--- config.mk ---
export PLATFORM = sky130hd
export DESIGN_NAME = alu_exec_stage
export DESIGN_NICKNAME = d
export VERILOG_FILES = /design/src/rtl/alu_exec_stage.sv
export SDC_FILE = /design/constraint.sdc
export NUM_CORES = 1
export LEC_CHECK = 0
export ABC_AREA = 1
export CELL_PAD_IN_SITES_DETAIL_PLACEMENT = 0
export CELL_PAD_IN_SITES_GLOBAL_PLACEMENT = 1
export CORE_AREA = 5 5 116 118
export DETAILED_ROUTE_END_ITERATION = 8
export DIE_AREA = 0 0 121 123
export PLACE_DENSITY = 0.9
export RECOVER_POWER = 25
export SETUP_SLACK_MARGIN = 0.4
export SLEW_MARGIN = 20
export SYNTH_ARGS = -nofsm -noshare
export SYNTH_HDL_FRONTEND = slang
export SYNTH_SLANG_ARGS = --single-unit
--- constraint.sdc ---
create_clock -name clk -period 1.6 [get_ports clk]
set_input_delay 0.24 -clock clk [delete_from_list [all_inputs] [get_ports clk]]
set_output_delay 0.24 -clock clk [all_outputs]
set_load 0.1 [all_outputs]
--- src/rtl/alu_exec_stage.sv ---
// alu_exec_stage: execute-stage sequencer driving a combinational ALU, iterating shifts bit by bit
module alu_exec_stage #(
  parameter logic [4:0] CNT_MASK = 5'd31
) (
  input  logic        clk,
  input  logic        reset_n,
  input  logic        in_valid,
  output logic        in_ready,
  input  logic [4:0]  in_op,
  input  logic        in_size,
  input  logic [15:0] in_a,
  input  logic [15:0] in_b,
  input  logic [5:0]  in_flag_mask,
  input  logic        flush,
  output logic [4:0]  alu_op,
  output logic        alu_size,
  output logic [15:0] alu_a,
  output logic [15:0] alu_b,
  input  logic [15:0] alu_r,
  input  logic [5:0]  alu_flags,
  output logic        out_valid,
  input  logic        out_ready,
  output logic [15:0] out_result,
  output logic [5:0]  psw_flags
);
  typedef enum logic [1:0] {IDLE, EXEC, DONE} state_t;
  state_t state, state_nx;
  logic [5:0] mask_r, mask_in, f;
  logic [4:0] steps, cnt_in;
  logic [15:0] acc_nx;
  logic is_shift, accept, zero_cnt, last;
  assign is_shift = (in_op >= 5'd6) && (in_op <= 5'd13);
  assign cnt_in = in_b[4:0] & CNT_MASK;
  assign accept = in_valid && in_ready;
  assign zero_cnt = is_shift && (cnt_in == 5'd0);
  assign last = steps == 5'd1;
  // alu_a doubles as the accumulator while iterating
  assign acc_nx = alu_size ? alu_r : {alu_a[15:8], alu_r[7:0]};
  assign f = alu_size ? alu_flags : {alu_r[7:0] == 8'd0, alu_flags[4:0]};
  assign mask_in = (is_shift && cnt_in != 5'd1) ? (in_flag_mask & 6'b111011) : in_flag_mask;
  assign in_ready = state == IDLE;
  assign out_valid = state == DONE;
  always_comb begin
    state_nx = state;
    case (state)
      IDLE: state_nx = accept ? (zero_cnt ? DONE : EXEC) : IDLE;
      EXEC: state_nx = last ? DONE : EXEC;
      DONE: state_nx = out_ready ? IDLE : DONE;
      default: state_nx = IDLE;
    endcase
    if (flush) state_nx = IDLE;
  end
  always_ff @(posedge clk or negedge reset_n) begin
    if (!reset_n) begin
      state <= IDLE;
      mask_r <= '0;
      steps <= '0;
      out_result <= '0;
      psw_flags <= '0;
      alu_op <= '0;
      alu_size <= 1'b0;
      alu_a <= '0;
      alu_b <= '0;
    end else begin
      state <= state_nx;
      if (!flush && accept) begin
        mask_r <= mask_in;
        steps <= is_shift ? cnt_in : 5'd1;
        if (zero_cnt) out_result <= in_a;
        else begin
          alu_op <= in_op;
          alu_size <= in_size;
          alu_a <= in_a;
          alu_b <= is_shift ? 16'd1 : in_b;
        end
      end
      if (!flush && state == EXEC) begin
        steps <= steps - 5'd1;
        if (last) begin
          out_result <= acc_nx;
          psw_flags <= (psw_flags & ~mask_r) | (f & mask_r);
        end else alu_a <= acc_nx;
      end
    end
  end
endmodule
Word level (Yosys, flattened, before mapping)
Index checks and enable logic that the tools add are counted.
{"block": "word_totals", "word_cells": 55, "out_inout_bits": 62, "regBits": 73, "in_bits": 71}
{"block": "classes", "order_cmp": 2, "n_eq_ne": 4, "mux": 21, "bitwise": 5, "addsub": 1, "n_reduce_logical": 13}
{"operator": "two-way mux 16 bit", "count": 10}
{"operator": "two-way mux 5 bit", "count": 3}
{"operator": "bitwise AND 6 bit", "count": 2}
{"operator": "two-way mux 2 bit", "count": 5}
{"operator": "zero test 8 bit", "count": 1}
{"operator": "logical AND 1 bit", "count": 6}
{"operator": "two-way mux 6 bit", "count": 1}
{"operator": "inverter 6 bit", "count": 1}
{"operator": "OR 6 bit", "count": 1}
{"operator": "case mux 2 bit (3 select lines)", "count": 1}
{"operator": "equality test 5 x 1 -> 1 bit, second input constant", "count": 1}
{"operator": "greater-or-equal comparator 5 x 3 -> 1 bit, second input constant", "count": 1}
{"operator": "<= comparator 5 x 4 -> 1 bit, second input constant", "count": 1}
{"operator": "zero test 5 bit", "count": 1}
{"operator": "inequality test 5 x 1 -> 1 bit, second input constant", "count": 1}
{"operator": "subtractor 5 x 1 -> 5 bit, second input constant", "count": 1}
{"operator": "AND reduction 2 bit", "count": 2}
{"operator": "two-way mux 3 bit", "count": 1}
{"operator": "equality test 2 x 1 -> 1 bit, second input constant", "count": 1}
{"operator": "equality test 2 bit, second input constant", "count": 1}
{"operator": "zero test 2 bit", "count": 1}
{"operator": "nonzero test 2 bit", "count": 1}
{"operator": "zero test 1 bit", "count": 1}
{"operator": "inverter 1 bit", "count": 1}

Logic depth before layout (Yosys ltp)
Gate-level depths: netlist of the first run.
{"block": "depth", "ltp_word": 7, "depth_mapped": 10, "depth_no_buf": 9}

Worst setup path before layout of the first run
Ideal clock, no wire load.
{"block": "synth_path", "kind": "reg2reg", "startpoint": "register state[1]", "endpoint": "register state[1]", "path_stages_with_launch": 5, "path_buffers": 0, "period_less_slack_ps": 2141, "setup_time_ps": 83, "required_time_ps": 1517, "arrival_ps": 2058, "slack_ps": -541, "path_cell_list": "dfrtp_1 > inv_1 > nor2_1 > nand2_1 > a31oi_1"}
{"block": "synth_between", "elab_cells_between_ends": 7, "cone_classes": "eq/ne (2); mux (3); reduce/logical (2)"}
{"element": "start, declared", "line": "27", "rtl": "state_t state, state_nx;"}
{"element": "start signal, assigned", "line": "65", "rtl": "state <= state_nx;"}
{"element": "equality test 2 bit"}
{"element": "net out_valid", "line": "21", "rtl": "output logic out_valid,"}
{"element": "case mux 2 bit (3 select lines)", "line": "45", "rtl": "case (state)"}
{"element": "two-way mux 2 bit", "line": "51", "rtl": "if (flush) state_nx = IDLE;"}
{"element": "net state_nx[1]", "line": "27"}
The timed path passes the listed nets, and every way through them passes these cells.
A chain may end at the register's enable or synchronous reset.

Final worst setup path of the first run
{"block": "layout_path", "startpoint": "register steps[1]", "endpoint": "register alu_a[10]"}
{"block": "layout_between", "elab_chain_len": 3}
{"element": "start, declared", "line": "29", "rtl": "logic [4:0] steps, cnt_in;"}
{"element": "start signal, assigned", "line": "68", "rtl": "steps <= is_shift ? cnt_in : 5'd1;"}
{"element": "start signal, assigned", "line": "78", "rtl": "steps <= steps - 5'd1;"}
{"element": "equality test 5 x 1 -> 1 bit", "line": "36", "rtl": "assign last = steps == 5'd1;"}
{"element": "two-way mux 16 bit", "line": "79", "rtl": "if (last) begin"}
{"element": "two-way mux 16 bit", "line": "77", "rtl": "if (!flush && state == EXEC) begin"}
{"element": "end signal, assigned", "line": "73", "rtl": "alu_a <= in_a;"}
{"element": "end signal, assigned", "line": "82", "rtl": "end else alu_a <= acc_nx;"}
{"element": "end, declared", "line": "17", "rtl": "output logic [15:0] alu_a,"}
Every way passes these cells.

==> results of run 1 <==
==> routing by layer <==
| metal | wire [um] | vias up |
|---|---|---|
| li1 | - | 1949 |
| met1 | 5276 | 1920 |
| met2 | 7064 | 153 |
| met3 | 907 | 27 |
| met4 | 261 | 0 |
| met5 | 0 | - |
==> stage by stage <==
stage	cells	TNS (ns)	utilization [%]
2_1_floorplan	510	-11.47	-
3_3_place_gp	823	-3.538	49.89
3_5_place_dp	823	-4.973	49.89
4_1_cts	859	0	54.93
5_1_grt	870	-0.1387	58.59
6_report	870	0	58.59
==> registers in the layout (all words and copies together) (netlist names), named ones only <==
register    count
mask_r          6
alu_b          16
alu_op          5
steps           5
alu_size        1
alu_a          16
state           2
out_result     16
==> how the worst min path moves through the flow <==
| stage | slack [ns] | start | end |
|---|---|---|---|
| floorplan | -0.06 | reset_n | async pin |
| global placement | 0.08 | reset_n | alu_b[7] |
| detailed placement | 0.09 | reset_n | alu_b[14] |
| CTS | 0.29 | reset_n | state[1] |
| global route | 0.30 | reset_n | alu_op[4] |
| finish | 0.30 | reset_n | state[1] |
==> worst register-to-register path, delay by kind of cell (launching register included) <==
kind / cells / cell delay [ns]
simple gates: 5 / 0.70
flops: 1 / 0.39
buf+inv: 3 / 0.19
fa+ha+maj: 1 / 0.12
==> cell type report <==
type,count,area (sq um)
timing repair inverter,1,16.27
inverter,77,316.6
clock buffer,15,257.7
fill,1050,5120
tap,172,215.2
sequential,73,1838
multi-input combinational,340,1939
clock inverter,1,5.005
timing repair buffer,191,2655
==> report_power, final <==
group	internal, mW	leakage, nW	switching (mW)
Sequential	2.41	0.861	0.666
Combinational	2.82	2.59	4.92
Clock	1.09	0.128	0.725
Total	6.32	3.58	6.31
==> cell usage in the layout, fill, tap and decap left out, types with 2 or more instances in the layout <==
| cell | synthesis | routed |
|---|---|---|
| nand2_1 | 190 | 149 |
| a21oi_2 | 0 | 2 |
| xor2_1 | 2 | 2 |
| o21ai_0 | 22 | 9 |
| a21oi_1 | 4 | 2 |
| clkinv_8 | 0 | 2 |
| nor2_1 | 13 | 11 |
| nand2_2 | 4 | 30 |
| buf_6 | 6 | 11 |
| inv_8 | 0 | 2 |
| inv_1 | 69 | 66 |
| nand3_2 | 3 | 13 |
| inv_2 | 8 | 8 |
| nand3_1 | 78 | 66 |
| nand2_4 | 2 | 14 |
| clkbuf_2 | 0 | 2 |
| nor2_8 | 2 | 2 |
| clkdlybuf4s50_1 | 0 | 67 |
| buf_12 | 0 | 73 |
| nand2_8 | 0 | 4 |
| clkbuf_16 | 0 | 12 |
| dfrtp_1 | 73 | 66 |
| dlygate4sd2_1 | 0 | 2 |
| clkbuf_1 | 1 | 6 |
| buf_8 | 1 | 4 |
| buf_4 | 5 | 26 |
| o21ai_1 | 5 | 14 |
| dfrtp_2 | 0 | 6 |
| nand3_4 | 1 | 3 |
| nor2_4 | 3 | 6 |
| o21ai_2 | 0 | 4 |
==> cells by family (layout without fill, tap and decap cells) <==
family	Yosys count	count (layout)	synth area share, %
simple gates	300	301	35.12
buf+inv	98	285	11.74
flops	73	73	47.34
compound gates	35	35	4.702
fa+ha+maj	2	2	0.6484
xor+xnor	2	2	0.4540
==> what timing repair did <==
action	in CTS	in global routing
hold endpoints to repair	9	0
setup endpoints to repair	78	84
cloned	3	5
setup buffers	16	6
gates resized for setup	43	100
hold buffers	1	0
pin swaps	15	35
==> flow_summary.ini, run 1 <==
[run_status]
outcome = complete, no violations

[job]
drv_cap = 0

[finish]
drive_gt1_share_pct = 33.24
diodes = 0
syn_to_final_growth_pct = 87.71
final_cell_area_sq_um = 7243
finalNetCount = 766

[grt]
gr-usage-met1_pct = 19.36
grt.overflow.total = 0
busiest_layer = met2
antenna_found_initial = 0
grt_pass1_vias = 3989
track_usage_pct = 16.92
use_met3_pct = 4.712
grt_pass1_wl_um = 19690
grt_max_degree = 33
gr-usage-met2_pct = 30.74

[routing]
drcViolationCount = 0
drtPass1Iterations = 5
dr_total_vias = 4049
wirelength_um = 13510
drt-initial-drc-count = 291
detail_route.wl_per_cell_um = 15.53
postRouteAntennaNets = 0
via_per_inst = 4.654

[timing]
fin_worst_skew_ns = 0.008742
holdWs_ns = 0.3000
finalMaxSlewViolations = 0
relSlewSlack_pct = 41.67
rsz0062_at_grt = yes
fin_crit_sh_pct = 95.82
max_slew.worst_pin.slew_ns = 0.8749
hold_viol = 0
finalSetupViolCount = 0
max_freq_mhz = 652.3
post-route-min-period_ns = 1.533
setup_ws_ns = 0.06693

[synth]
synth_top_cell_by_area = dfrtp_1
yosysMostFrequentCell = nand2_1
syn_inst = 510
avgSynthCellArea_sq_um = 7.566
synth_flop_cell = dfrtp_1
ys_top_cells_by_area = dfrtp_1 (47%), nand2_1 (18%), nand3_1 (10%), inv_1 (6.7%), o21ai_0 (2.9%)
yosysWarnings = 0
synth.top_cells.by_count = nand2_1 (190), nand3_1 (78), dfrtp_1 (73)
synth-seq-cells = 73
synth_top_area_share_pct = 47.34
synth_edf_count = 0
synth.net_count = 583
syn_area_sq_um = 3859
ys_seq_area_share_pct = 47.34
async_flop_share_pct = 100.0
ys_types = 28

[floorplan]
num_rows = 41
core_area_sq_um = 12360
die_w_um = 121
die_area_sq_um = 14880
die_height_um = 123
pin_count = 133
start_util_pct = 31.21

[worst_setup_path]
cp-start-kind = flop
endpoint = alu_a[10]
crit_path_max_fanout = 16
startpoint = steps[1]
path_depth = 9
cp_slowest_cell = dfrtp_1
cp_top_family = simple AND/OR/NAND/NOR gates
crit_chain = inv_2 > ha_4 > inv_2 > nor3_4 > nand2_2 > nand3_4 > inv_8 > nand2_1 > nand2_1
path_class = reg -> reg
endpoint_kind = flop
cp_num_buf_inv = 3
critPathRequiredTime_ns = 1.81
reg2reg_to = alu_a[10]
r2r-start = steps[1]
worstPathArrival_ns = 1.74
r2r_slack_ns = 0.07
max_stage_delay_ns = 0.39
reg2reg_depth = 9

[placement]
place_area_sq_um = 6168
io_buffers = 132
hpwl_um = 8890
gp_routability_congestion = 0.7918
pre_cts_ws_ns = -0.1306

[clock_tree]
clk_latency_ns = 0.33
clock_tree.root_cell = clkbuf_16
cts.sinks = 73
numCtsBuffers = 9
cts.path.max_buffers = 2
clk_pin_slew_worst_paths_ns = 0.06
cts_tree = done
cts_max_level = 3

[power]
p_leak_nw = 3.577
ir_worst_vdd_v = 0.0007673
power.total_mw = 12.63
p_per_area_nw_per_um2 = 1744

[min_path]
worst_hold_path_type = in -> async
(Power assumes the default switching activity.)
==> run 2: changes to the inputs <==
Settings changed: MAX_ROUTING_LAYER set to met4.
==> run 2 against run 1 <==
  * First-iteration DRC count increased by 9.3%
  * Power hardly changed
  * Critical path depth unchanged
  * Setup slack got worse by 0.0037 ns
  * Clock power about the same
  * Maximum frequency decreased by 0.24%
  * Register-to-register slack barely moved
  * Clock skew about the same
  * Combinational power about the same
  * Count of clock-buffer cells in the layout did not move
  * Critical endpoint unchanged
  * Largest cell class unchanged
  * Largest power group unchanged
  * Highest routed layer unchanged
==> flow_summary.ini, run 2 (synthesized netlist as in run 1, its figures left out) <==
[routing]
drtPass1Iterations = 6
via_per_inst = 4.670
dr_total_vias = 4063
wirelength_um = 13610
postRouteAntennaNets = 0
detail_route.wl_per_cell_um = 15.64
drcViolationCount = 0
drt-initial-drc-count = 318

[placement]
hpwl_um = 8890
gp_routability_congestion = 0.8030
pre_cts_ws_ns = -0.1306
io_buffers = 132

[timing]
hold_viol = 0
setup_ws_ns = 0.06322
finalSetupViolCount = 0
fin_crit_sh_pct = 96.05
relSlewSlack_pct = 39.76
post-route-min-period_ns = 1.537
tns_ns = 0
rsz0062_at_grt = yes
max_slew.worst_pin.slew_ns = 0.9036
finalMaxSlewViolations = 0
max_freq_mhz = 650.7
holdWs_ns = 0.2958
fin_worst_skew_ns = 0.008793

[grt]
antenna_found_initial = 0
track_usage_pct = 17.41
grt_max_degree = 33
grt_pass1_vias = 3992
grt.overflow.total = 0
grt_pass1_wl_um = 19700

[floorplan]
core_area_sq_um = 12360
start_util_pct = 31.21
die_area_sq_um = 14880
pin_count = 133
num_rows = 41
die_height_um = 123
die_w_um = 121

[finish]
layout_common_cells = nand2_1 (149), buf_12 (73), clkdlybuf4s50_1 (67)
drive_gt1_share_pct = 33.52
fin_util_pct = 58.65
diodes = 0
syn_to_final_growth_pct = 87.91
final_common_cell = nand2_1
reg_top3 = alu_a: 16 flops, alu_b: 16 flops, out_result: 16 flops
finalNetCount = 766

[worst_setup_path]
critPathRequiredTime_ns = 1.81
startpoint = steps[1]
endpoint_kind = flop
path_class = reg -> reg
cp_top_family = simple AND/OR/NAND/NOR gates
cp_slowest_cell = dfrtp_1
cp-start-kind = flop
r2r-start = steps[1]
cp_num_buf_inv = 3
crit_path_max_fanout = 16
worstPathArrival_ns = 1.74
max_stage_delay_ns = 0.39
crit_chain = inv_2 > ha_4 > inv_2 > nor3_4 > nand2_2 > nand3_4 > inv_6 > nand2_1 > nand2_1

[power]
p_seq_share_pct = 24.4
clkPwrFrac_pct = 14.4
p_comb_share_pct = 61.3
p_leak_nw = 3.582
ir_worst_vdd_v = 0.0007674
p_switching_mw = 6.318
p_int_mw = 6.327
swShare_pct = 49.96
power.total_mw = 12.64
p_per_area_nw_per_um2 = 1744

[clock_tree]
cts_max_level = 3
clk_latency_ns = 0.33
numCtsBuffers = 9
clk_pin_slew_worst_paths_ns = 0.06
clock_tree.root_cell = clkbuf_16
cts_tree = done
cts.path.max_buffers = 2
cts.sinks = 73

[min_path]
worst_hold_path_type = in -> async

[run_status]
outcome = complete, no violations

[job]
drv_cap = 0
==> run 2: cell type report <==
| class | count | area (sq um) |
|---|---|---|
| sequential | 73 | 1838 |
| inverter | 77 | 314.1 |
| timing repair inverter | 1 | 16.27 |
| multi-input combinational | 340 | 1949 |
| fill | 1043 | 5112 |
| tap | 172 | 215.2 |
| clock buffer | 15 | 257.7 |
| timing repair buffer | 191 | 2655 |
| clock inverter | 1 | 5.005 |
==> run 2: path summary, 6_finish.rpt <==
path,slack (ns),cells past startpoint,end
hold / removal,0.30,2,alu_op[4]
hold reg to reg,0.51,2,flop
setup reg to reg,0.06,9,alu_a[10]
max in group asynchronous,0.20,3,out_result[2]
setup / recovery,0.06,9,alu_a[10]
min in group clk,0.31,3,alu_op[2]
==> run 2: power by group through the flow <==
stage	Sequential [mW]	Clock, mW	Combinational (mW)
3_5_place_dp	3.10	0	7.19
3_3_place_gp	3.09	0	7.11
6_report	3.08	1.82	7.75
5_1_grt	3.14	1.93	8.06
4_1_cts	3.05	1.86	7.46
2_1_floorplan	6.18	0	1.22
==> run 2: layer usage <==
metal	vias to the layer above	share of wire [%]	track usage (%)
li1	1947	-	-
met5	-	0	-
met2	176	52	30.74
met1	1917	39	19.56
met3	23	6.5	4.392
met4	0	1.8	5.099
==> run 2: repair_timing <==
item                                    in CTS  in global routing
resized for setup                           43                101
endpoints found under the setup margin      78                 84
cloned                                       3                  5
setup buffers                               16                  6
hold buffers                                 1                  0
hold endpoints to repair                     9                  0
pin swaps                                   15                 36
==> run 2: through the flow <==
stage                     std cells  area [sq um]
after detailed placement        823          6168
after global routing            870          7251
after global placement          823          6168
after floorplan                 510          3913
final                           870          7251
after CTS                       859          6792
==> run 2: worst reg2reg max path: stages (launching register included) <==
cell and delay [ns]:
dfrtp_1 0.39, inv_2 0.08, ha_4 0.12, inv_2 0.03, nor3_4 0.25, nand2_2 0.13, nand3_4 0.15, inv_6 0.10
nand2_1 0.10, nand2_1 0.07
==> RTL edit 1 (flow settings as in run 2) <==
Encoding of `state_t`: now one-hot (3 bits for 3 states).
--- a/src/rtl/alu_exec_stage.sv
+++ b/src/rtl/alu_exec_stage.sv
@@ -25,3 +25,3 @@
 );
-  typedef enum logic [1:0] {IDLE, EXEC, DONE} state_t;
+  typedef enum logic [2:0] {IDLE = 3'b001, EXEC = 3'b010, DONE = 3'b100} state_t;
   state_t state, state_nx;
Check against the original RTL: no difference found for any inputs over 4 cycles, from zero or initial values and one cycle with reset_n low; so few cycles prove little.
==> RTL edit 1 against run 2 <==
Clock skew decreased by 0.0022 ns; die area unchanged; count of clock-buffer cells in the layout decreased by 1; design area decreased by 0.62%; global-route usage increased by 1.3 points; sequential cell count increased by 1; register-to-register slack got worse by 0.02 ns; largest power group unchanged; via count increased by 0.47%; routed wire length decreased by 0.92%; area after synthesis increased by 2.2%; setup slack got worse by 0.063 ns; total power increased by 1.9%; final cell count increased by 2.2%.
==> RTL edit 1: results (changes against run 2) <==
run_status:
  run_status: "completed"  # unchanged
logic_synthesis:
  seq_area_frac_synth: 0.470  # was 0.473
  synth_fa_ha_area_frac: 0.00635  # was 0.00649
  syn_avg_cell_area_um2: 7.53  # was 7.57 um^2
  syn_nets: 597  # was 583
  netlist-cell-type-count: 33  # was 28
  muxShareOfSynthArea: 0  # unchanged
  synth_xor_xnor_area_share: 0.00444  # was 0.00454
  synth_top_cells_by_count: "nand2_1 (183), nand3_1 (92), dfrtp_1 (73)"  # was nand2_1 (190), nand3_1 (78), dfrtp_1 (73)
  synth-compound-area-share: 0.0479  # was 0.0470
  yosys-top-cells-area: "dfrtp_1 (46%), nand2_1 (17%), nand3_1 (12%)"  # was dfrtp_1 (47%), nand2_1 (18%), nand3_1 (10%)
finish:
  final_cells: 889  # was 870
  nonClockInverterCount: 79  # was 78
  nets: 785  # was 766
  seq_area_frac: 0.259  # was 0.253
  nMultiInputCombCells: 350  # was 340
  nFillCells: 1041  # was 1043
  seq_area_mm2: 0.00187  # was 0.00184 mm^2
  drive_above_1_share: 0.291  # was 0.335
  buffer_area_frac: 0.372  # was 0.366
  antenna_cells: 0  # unchanged
  n_clock_buffer: 14  # was 15
  multi_input_area_mm2: 0.00183  # was 0.00195 mm^2
  nFlopsAndLatches: 74  # was 73
  clock_area_frac: 0.0405  # was 0.0362
  nNonClkBuffers: 198  # was 191
power:
  power_leakage_uw: 0.00358  # about the same
  switching_share: 0.492  # was 0.500
  sequentialPowerShare: 0.240  # was 0.244
  clkPwrFrac: 0.155  # was 0.144
  p_int_uw: 6550  # was 6330 uW
setup_path:
  crit_fanout: 3  # was 16
  slowest_delay_ns: 0.57  # was 0.39 ns
  cp.arrival_ns: 1.36  # was 1.74 ns
  slowest_stage: "dfstp_2"  # was dfrtp_1
  path_delay_family: "flip-flops"  # was simple AND/OR/NAND/NOR gates
global_routing:
  grt_pass1_wl_um: 21000  # was 19700 um
  grt_pass1_vias: 4102  # was 3992
  grt_use_total: 0.187  # was 0.174
  grt_start_max_net_pins: 75  # was 33
placed_design:
  place_area_mm2: 0.00629  # was 0.00617 mm^2
  placed_cells: 837  # was 823
  gp_congestion: 0.804  # was 0.803
  dpl.hpwl_um: 9050  # was 8890 um
timing:
  fin_skew_ns: 0.00657  # was 0.00879 ns
routing:
  via_per_inst: 4.59  # was 4.67
  wirelength_um: 13500  # was 13600 um
  drt_iter0_drc: 328  # was 318
cts:
  cts_resized: 44  # was 43
  post_cts_buffers: 17  # was 16
hold_path:
  min_path_type: "in2reg"  # was in2async
[RTL edit 1: stage by stage]
step,hold slack (ns),utilization,setup slack (ns)
4_1_cts,0.458,0.568,0.0212
3_3_place_gp,0.293,0.509,-0.199
5_1_grt,0.473,0.583,-0.0542
3_5_place_dp,0.291,0.509,-0.222
6_report,0.468,0.583,0.000310
2_1_floorplan,-0.0556,-,0.152
[RTL edit 1: worst paths after layout]
check | startpoint | endpoint | slack [ns] | cells after the start
worst max-delay path | state[0] | in_ready | 0.0003 | 4
worst min-delay path | in_b[14] | alu_b[14] | 0.47 | 3
worst max register to register | state[0] | alu_a[2] | 0.04 | 7
worst min register to register | mask_r[5] | flip-flop | 0.51 | 2
max in group asynchronous | reset_n | state[0] | 0.71 | 3
min in group asynchronous | reset_n | alu_a[13] | 0.51 | 3
[RTL edit 1: routing by layer]
metal / global-route usage / wire length, um
met1: 0.213 / 5390
met2: 0.320 / 6880
met3: 0.0517 / 948
met4: 0.0588 / 267
met5: - / 0
==> RTL edit 2 (flow settings as in run 2) <==
Made on the original files. Put one more register stage on the output `psw_flags`, without a reset. The value now appears one clock later. The other outputs are not delayed to match.
--- a/src/rtl/alu_exec_stage.sv
+++ b/src/rtl/alu_exec_stage.sv
@@ -26,2 +26,4 @@
   typedef enum logic [1:0] {IDLE, EXEC, DONE} state_t;
+
+  logic [5:0] psw_flags_s0;
   state_t state, state_nx;
@@ -58,3 +60,3 @@
       out_result <= '0;
-      psw_flags <= '0;
+      psw_flags_s0 <= '0;
       alu_op <= '0;
@@ -80,3 +82,3 @@
           out_result <= acc_nx;
-          psw_flags <= (psw_flags & ~mask_r) | (f & mask_r);
+          psw_flags_s0 <= (psw_flags_s0 & ~mask_r) | (f & mask_r);
         end else alu_a <= acc_nx;
@@ -85,2 +87,6 @@
   end
+  always_ff @(posedge clk) begin
+    psw_flags <= psw_flags_s0;
+  end
+
 endmodule
Function: changed (a bounded check fails within 4 cycles, from zero or initial values and one cycle with reset_n low).
==> RTL edit 2 against run 2 <==
Total power up 3.4%; setup slack better by 0.076 ns; via count down 1.5%; routed wire length down 2.6%; sequential cell count up 6; hold slack better by 0.032 ns; area after synthesis up 3.1%; design area down 1.8%; critical endpoint is now alu_a[1]; highest routed layer unchanged.
==> RTL edit 2: results (changes against run 2) <==
run_status:
  run_status: "completed"  # unchanged
logic_synthesis:
  yosysWarningCount: 0  # unchanged
  yosys-top-cells-area: "dfrtp_1 (46%), nand2_1 (18%), nand3_1 (9.9%)"  # was dfrtp_1 (47%), nand2_1 (18%), nand3_1 (10%)
  syn_nets: 589  # was 583
  synth-async-reset-ratio: 0.924  # was 1.00
  netlist-cell-type-count: 29  # was 28
  synth_top_cells_by_count: "nand2_1 (189), nand3_1 (79), dfrtp_1 (73)"  # was nand2_1 (190), nand3_1 (78), dfrtp_1 (73)
  seq_area_frac_synth: 0.489  # was 0.473
setup_path:
  r2r_cells: 7  # was 9
  cp.arrival_ns: 1.68  # was 1.74 ns
  cp-end-kind: "flip-flop"  # unchanged
  slowest_stage: "dfrtp_2"  # was dfrtp_1
  rr_startpoint: "state[1]"  # was steps[1]
  crit_fanout: 8  # was 16
  r2r_end: "alu_a[1]"  # was alu_a[10]
  slowest_delay_ns: 0.44  # was 0.39 ns
  start_kind: "flip-flop"  # unchanged
cts:
  post_cts_buffers: 6  # was 16
  cts_buffer_depth: 2  # unchanged
  clock_latency_ns: 0.33  # about the same
  path_clk_slew_ns: 0.06  # about the same
  root_buffer: "clkbuf_16"  # unchanged
  cts_resized: 28  # was 43
  cts_max_level: 3  # unchanged
placed_design:
  place_area_mm2: 0.00622  # was 0.00617 mm^2
  pre_cts_ws_ns: -0.130  # was -0.131 ns
  dpl.hpwl_um: 9030  # was 8890 um
  gp_congestion: 0.849  # was 0.803
routing:
  wirelength_um: 13300  # was 13600 um
  first_pass_iters: 5  # was 6
  via_per_inst: 4.62  # was 4.67
  drt_iter0_drc: 274  # was 318
power:
  pg_seq_uw: 3260  # was 3080 uW
  ir_drop_mv: 0.731  # was 0.767 mV
  power_leakage_uw: 0.00358  # about the same
  powerComb_uw: 7550  # was 7750 uW
  p_int_uw: 6750  # was 6330 uW
timing:
  max_freq_mhz: 685  # was 651 MHz
  max_slew_margin: 0.591  # was 0.398
  fin_skew_ns: 0.00799  # was 0.00879 ns
global_routing:
  grt_pass1_wl_um: 19800  # was 19700 um
  antenna_found_initial: 0  # unchanged
  grt_start_max_net_pins: 33  # unchanged
  grt_use_total: 0.174  # about the same
  use_met1: 0.211  # was 0.196
  grt_pass1_vias: 3844  # was 3992
  met2_usage: 0.303  # was 0.307
  use_met3: 0.0334  # was 0.0439
finish:
  antenna_cells: 0  # unchanged
  nets: 763  # was 766
  nFillCells: 1068  # was 1043
  drive_above_1_share: 0.285  # was 0.335
  top_regs: "alu_a: 16 flops, alu_b: 16 flops, out_result: 16 flops"  # unchanged
hold_path:
  whs_path_depth: 3
  min_path_type: "in2reg"  # was in2async
[RTL edit 2: kinds of logic after synthesis]
group | after synthesis | synth area share
AO/OA/AOI/OAI | 35 | 0.0456
AND/OR/NAND/NOR | 299 | 0.340
adder cells (fa/ha/maj) | 2 | 0.00629
buffers and inverters | 99 | 0.115
XOR/XNOR | 2 | 0.00440
flip-flops | 79 | 0.489
[RTL edit 2: through the flow]
stage	instances	utilization	power [uW]
3_5_place_dp	824	0.503	10500
3_3_place_gp	824	0.503	10400
6_report	867	0.576	13100
2_1_floorplan	516	-	7590
4_1_cts	847	0.541	12800
5_1_grt	867	0.576	13600
[RTL edit 2: how the worst min path moves through the flow]
| stage | from | to | slack (ns) |
|---|---|---|---|
| 3_5_place_dp | reset_n | alu_b[5] | 0.17 |
| 5_1_grt | in_op[1] | alu_op[1] | 0.33 |
| 3_3_place_gp | reset_n | alu_a[13] | 0.17 |
| 2_1_floorplan | reset_n | async pin | -0.06 |
| 4_1_cts | in_op[1] | alu_op[1] | 0.32 |
| 6_report | in_op[1] | alu_op[1] | 0.33 |
[RTL edit 2: metal layers]
layer  share of wire  vias to the layer above
met5               0                        -
met4           0.010                        0
met1            0.40                     1887
li1                -                     1944
met2            0.53                      154
met3           0.056                       17
[RTL edit 2: cell type report]
| cell class | count | area share |
|---|---|---|
| flip-flops and latches | 79 | 0.274 |
| clock buffers | 11 | 0.0355 |
| clock inverters | 5 | 0.0112 |
| inverters | 78 | 0.0446 |
| repair buffers | 180 | 0.345 |
| multi-input cells | 339 | 0.253 |
| repair inverters | 3 | 0.00545 |
| well taps | 172 | 0.0302 |
[RTL edit 2: worst max-delay path: cells and delay by family (launching register included)]
kind / cells / cell delay [ns]
buf+inv: 1 / 0.20
flops: 1 / 0.44
simple gates: 6 / 0.72
